===== src/rtl/b11_out_capture.sv =====
// Change-driven sample capture into a 4-entry FIFO with sticky overflow flag.
// Optional checksum accumulator: define B11_CAP_CKSUM_EN to build it; otherwise cksum is tied to 0.
module b11_out_capture (
  input  logic       clock,
  input  logic       reset,
  input  logic [5:0] x_in,
  input  logic       cap_en,
  input  logic       out_ready,
  output logic [5:0] out_data,
  output logic       out_valid,
  output logic [2:0] count,
  output logic       overflow,
  output logic [7:0] cksum
);

  localparam int unsigned DW    = 6;
  localparam int unsigned DEPTH = 4;
  localparam int unsigned PW    = 2;
  localparam int unsigned CW    = 3;
  localparam int unsigned SW    = 8;

  typedef enum logic [1:0] {
    ST_IDLE  = 2'd0,
    ST_FIRST = 2'd1,
    ST_TRACK = 2'd2
  } state_t;

  state_t          state_q, state_d;
  logic [DW-1:0]   prev_q, prev_d;
  logic [DW-1:0]   mem_q [DEPTH];
  logic [PW-1:0]   rd_ptr_q, wr_ptr_q;
  logic [CW-1:0]   count_q;
  logic            overflow_q;
  logic            push_c;
  logic            pop_c;
  logic            full_c;
  logic            accept_c;
  logic            drop_c;

  // Capture FSM state register
  always_ff @(posedge clock) begin
    if (!reset) begin
      state_q <= ST_IDLE;
      prev_q  <= '0;
    end else begin
      state_q <= state_d;
      prev_q  <= prev_d;
    end
  end

  // Next state and push decision; dropping cap_en aborts from any state
  always_comb begin
    state_d = state_q;
    prev_d  = prev_q;
    push_c  = 1'b0;
    if (!cap_en) begin
      state_d = ST_IDLE;
    end else begin
      case (state_q)
        ST_IDLE: begin
          state_d = ST_FIRST;
        end
        ST_FIRST: begin
          push_c  = 1'b1;
          state_d = ST_TRACK;
        end
        ST_TRACK: begin
          push_c = (x_in != prev_q);
        end
        default: begin
          state_d = ST_IDLE;
        end
      endcase
    end
    if (push_c) begin
      prev_d = x_in;
    end
  end

  // A pop in the same cycle frees the slot the push needs when full
  assign pop_c    = (count_q != '0) && out_ready;
  assign full_c   = (count_q == CW'(DEPTH));
  assign accept_c = push_c && (!full_c || pop_c);
  assign drop_c   = push_c && !accept_c;

  always_ff @(posedge clock) begin
    if (!reset) begin
      rd_ptr_q   <= '0;
      wr_ptr_q   <= '0;
      count_q    <= '0;
      overflow_q <= 1'b0;
    end else begin
      if (accept_c) begin
        wr_ptr_q <= wr_ptr_q + PW'(1);
      end
      if (pop_c) begin
        rd_ptr_q <= rd_ptr_q + PW'(1);
      end
      if (accept_c && !pop_c) begin
        count_q <= count_q + CW'(1);
      end else if (pop_c && !accept_c) begin
        count_q <= count_q - CW'(1);
      end
      if (drop_c) begin
        overflow_q <= 1'b1;
      end
    end
  end

  // Storage is not reset; stale entries are masked at the output
  always_ff @(posedge clock) begin
    if (accept_c) begin
      mem_q[wr_ptr_q] <= x_in;
    end
  end

  assign out_valid = (count_q != '0);
  assign out_data  = out_valid ? mem_q[rd_ptr_q] : '0;
  assign count     = count_q;
  assign overflow  = overflow_q;

`ifdef B11_CAP_CKSUM_EN
  logic [SW-1:0] cksum_q;

  always_ff @(posedge clock) begin
    if (!reset) begin
      cksum_q <= '0;
    end else if (accept_c) begin
      cksum_q <= cksum_q + SW'({2'b00, x_in});
    end
  end

  assign cksum = cksum_q;
`else
  assign cksum = 8'h00;
`endif

endmodule


===== config.mk =====
export PLATFORM = sky130hd
export DESIGN_NAME = b11_out_capture
export DESIGN_NICKNAME = d
export VERILOG_FILES = /design/src/rtl/b11_out_capture.sv
export SDC_FILE = /design/constraint.sdc
export NUM_CORES = 1
export LEC_CHECK = 0
export BUFFER_PORTS_ARGS = -buffer_cell sky130_fd_sc_hd__buf_2
export CORE_UTILIZATION = 50
export DETAILED_ROUTE_END_ITERATION = 10
export PLACE_DENSITY = 0.71
export SLEW_MARGIN = 10
export SYNTH_ARGS = -nofsm -noshare
export SYNTH_HDL_FRONTEND = slang
export SYNTH_SLANG_ARGS = --single-unit

===== constraint.sdc =====
create_clock -name clock -period 3.07 [get_ports clock]
set_clock_uncertainty 0.15 [all_clocks]
set_input_delay 0.1535 -clock clock [delete_from_list [all_inputs] [get_ports clock]]
set_output_delay 0.1535 -clock clock [all_outputs]
set_load 0.02 [all_outputs]

==> flow_summary_export.csv <==
group,metric,value,unit
status,outcome,"finished, final reports clean",
clock_tree,cts_htree_levels,2,
global_routing,grt_first_pass_wirelength,5.175,mm
synth,synth-edff-count,24,
floorplanning,start_util,52.83,%
synth,synthAdderAreaFrac,6.756,%
power_and_ir_drop,cellPowerDensity,717.6,mW/mm2
clock_tree,numCtsBuffers,5,
floorplanning,dieArea,0.004181,mm2
layout,drive_gt1_share,25.73,%
clock_tree,cts_tree,"yes",
synth,synthArstFlopShare,0,%
synth,synth_xor_area_share,4.461,%
worst_setup_path,reg2reg_from,"state_q[0]",
floorplanning,dieHeight,64.66,um
clock_tree,cts.clk_slew.worst_paths,70,ps
hold_path,holdPathStages,2,
global_routing,grt_start_max_net_pins,19,
worst_setup_path,crit_required,3130,ps
flow_run,max_cap_viol_count,0,
global_routing,grt_pass1_vias,1088,
worst_setup_path,endpoint_kind,"flop",
global_routing,grtUsageTotal,17.10,%
route,wire_per_inst,14.36,um
worst_setup_path,r2r_end,"count[2]",
synth,synth_ff_type,"edfxtp_1",
layout,num_antenna_cells,0,
global_routing,antenna_found_initial,0,
route,totalWireLength,3.144,mm
sta,whs,82.95,ps
route,firstDrtPassIters,4,
synth,yosys.area.top_type_share,36.71,%
synth,syn_area,0.001963,mm2
floorplanning,die_x,64.66,um
synth,synth_warnings,0,
worst_setup_path,rrSetupSlack,210,ps
floorplanning,coreArea,0.003716,mm2
worst_setup_path,crit_path_max_fanout,8,
global_routing,top_usage_layer,"met2",
power_and_ir_drop,leakage,0.9074,nW
synth,synthMuxAreaShare,12.49,%
synth,synth_compound_area_share,3.569,%
worst_setup_path,cp.arrival,2920,ps
clock_tree,clock_path_buffers,2,
sta,post-route-min-period,2857,ps
worst_setup_path,crit_type,"reg -> reg",
route,vias_per_cell,4.941,
placed_design,hpwlAfterDp,2.253,mm
worst_setup_path,r2r_cells,11,
synth,synth_seq_cells,42,
clock_tree,clkLatencyLatePin,290,ps
placed_design,gp_congestion,0.6901,
synth,synth_area_per_cell,14.12,um2
global_routing,met3_usage,4.225,%
hold_path,hold_path_end,"overflow",
synth,ys_seq_area_share,55.07,%
placed_design,io_buffers,20,
synth,yosysUniqueCellTypes,30,
sta,min_period_over_period,93.08,%
route,drc,0,
synth,synth_simple_gate_area_share,12.56,%
clock_tree,numClockSinks,42,
synth,yosys-top-cells-area,"edfxtp_1 37%, dfxtp_1 18%, mux4_2 6.9%",
hold_path,hp-start,"reset",
sta,setup_violations,0,
route,drt_iter0_drc,45,
layout,area_delta_synth_final,15.62,%
global_routing,overflow,0,
synth,synth_top_family_by_area,"simple AND/OR/NAND/NOR gates",
layout,nets,190,
sta,finalHoldViolCount,0,
hold_path,hold_path.class,"in -> reg",
global_routing,grtUsageMet1,20.35,%
clock_tree,cts-root-buf,"clkbuf_8",
worst_setup_path,crit_path_start_kind,"flop",
sta,max_freq,350.0,MHz
route,postRouteAntennaNets,0,
floorplanning,io_pins,29,
floorplanning,rows,22,
route,num_vias,1082,
power_and_ir_drop,max-vdd-ir-drop,0.6774,mV
synth,yosys.area.top_type,"edfxtp_1",
synth,syn_inst,139,
power_and_ir_drop,totalPowerFinal,1.629,mW
sta,slew_viol_final,0,
global_routing,grt_use_met2,29.21,%
flip-flops by register name (all words and copies together), names as in the netlist, named ones only:
signal / flops
count: 3
mem_q: 24
overflow: 1
prev_q: 6
rd_ptr_q: 2
state_q: 2
wr_ptr_q: 2
cell type report:
class	count	area [um2]
inverters	5	18.77
multi-input cells	87	814.5
fillers	307	1446
clock buffers	6	72.57
repair buffers	29	185.2
well taps	48	60.06
clock inverters	2	37.54
flip-flops and latches	42	1081
synthesized netlist by cell type, types with 2 or more instances:
cell type / number
edfxtp_1: 24
dfxtp_1: 18
and2_1: 14
mux2i_1: 11
ha_1: 9
buf_4: 8
nor2b_1: 7
xor2_1: 7
mux4_2: 6
inv_1: 5
nand2_1: 5
xnor2_1: 3
buf_2: 2
clkbuf_1: 2
nor2_1: 2
or3_1: 2
kinds of logic (layout without fill, tap and decap cells):
| kind of cell | count (synthesis) | after routing |
|---|---|---|
| AND/OR/NAND/NOR | 36 | 36 |
| multiplexers | 17 | 17 |
| adder cells (fa/ha/maj) | 10 | 10 |
| XOR/XNOR | 10 | 10 |
| other | 1 | 8 |
| AO/OA/AOI/OAI | 6 | 6 |
| flip-flops | 42 | 42 |
| buffers and inverters | 17 | 42 |
cells in the final DEF (no fill, tap or decap), types with 6 or more instances in the layout:
master and n:
dfxtp_1 18, buf_2 20, nor2b_1 7, xor2_1 7
mux4_2 6, edfxtp_1 24, mux2i_1 11, ha_1 8
conb_1 8, dlygate4sd3_1 7, and2_1 14
critical path, cell delays in order, from the launching register on:
cell	delay, ps
dfxtp_1	380
inv_1	90
ha_1	320
o211ai_4	160
nand2b_4	190
a21oi_4	190
ha_2	230
inv_1	50
fa_1	380
xor2_1	180
or3_1	300
a21boi_0	160
power by group:
group / switching, mW / total (mW) / internal [mW]
logic: 0.285 / 0.514 / 0.230
clock network: 0.181 / 0.424 / 0.243
registers: 0.0571 / 0.690 / 0.633
total: 0.523 / 1.63 / 1.11
through the flow:
step	util (%)	instances	area [um2]	worst slack, ps	TNS, ps
global route	61.08	219	2270	-31.44	-31.44
global placement	55.76	202	2072	356.3	0
CTS	60.61	217	2252	199.3	0
floorplan	-	146	1989	434.6	0
finish	61.08	219	2270	212.6	0
detailed placement	55.76	202	2072	232.7	0
worst max path at each step:
stage,from,endpoint,slack (ps)
global placement,state_q[0],count[2],360
CTS,state_q[0],count[2],200
detailed placement,state_q[0],count[2],230
finish,state_q[0],count[2],210
floorplan,state_q[0],count[2],430
global route,state_q[0],count[2],-30
repair_timing:
action / 4_1_cts / 5_1_grt
endpoints found under the hold margin: 26 / 0
buffers inserted: 0 / 2
hold buffers: 7 / 0
resized for setup: 0 / 1
setup endpoints to repair: 0 / 1
layer usage:
| layer | wire length (um) | part of all wire, % |
|---|---|---|
| met3 | 81 | 2.6 |
| met4 | 60 | 1.9 |
| met2 | 1576 | 50 |
| met5 | 0 | 0 |
| met1 | 1425 | 45 |
(Power assumes the default switching activity.)
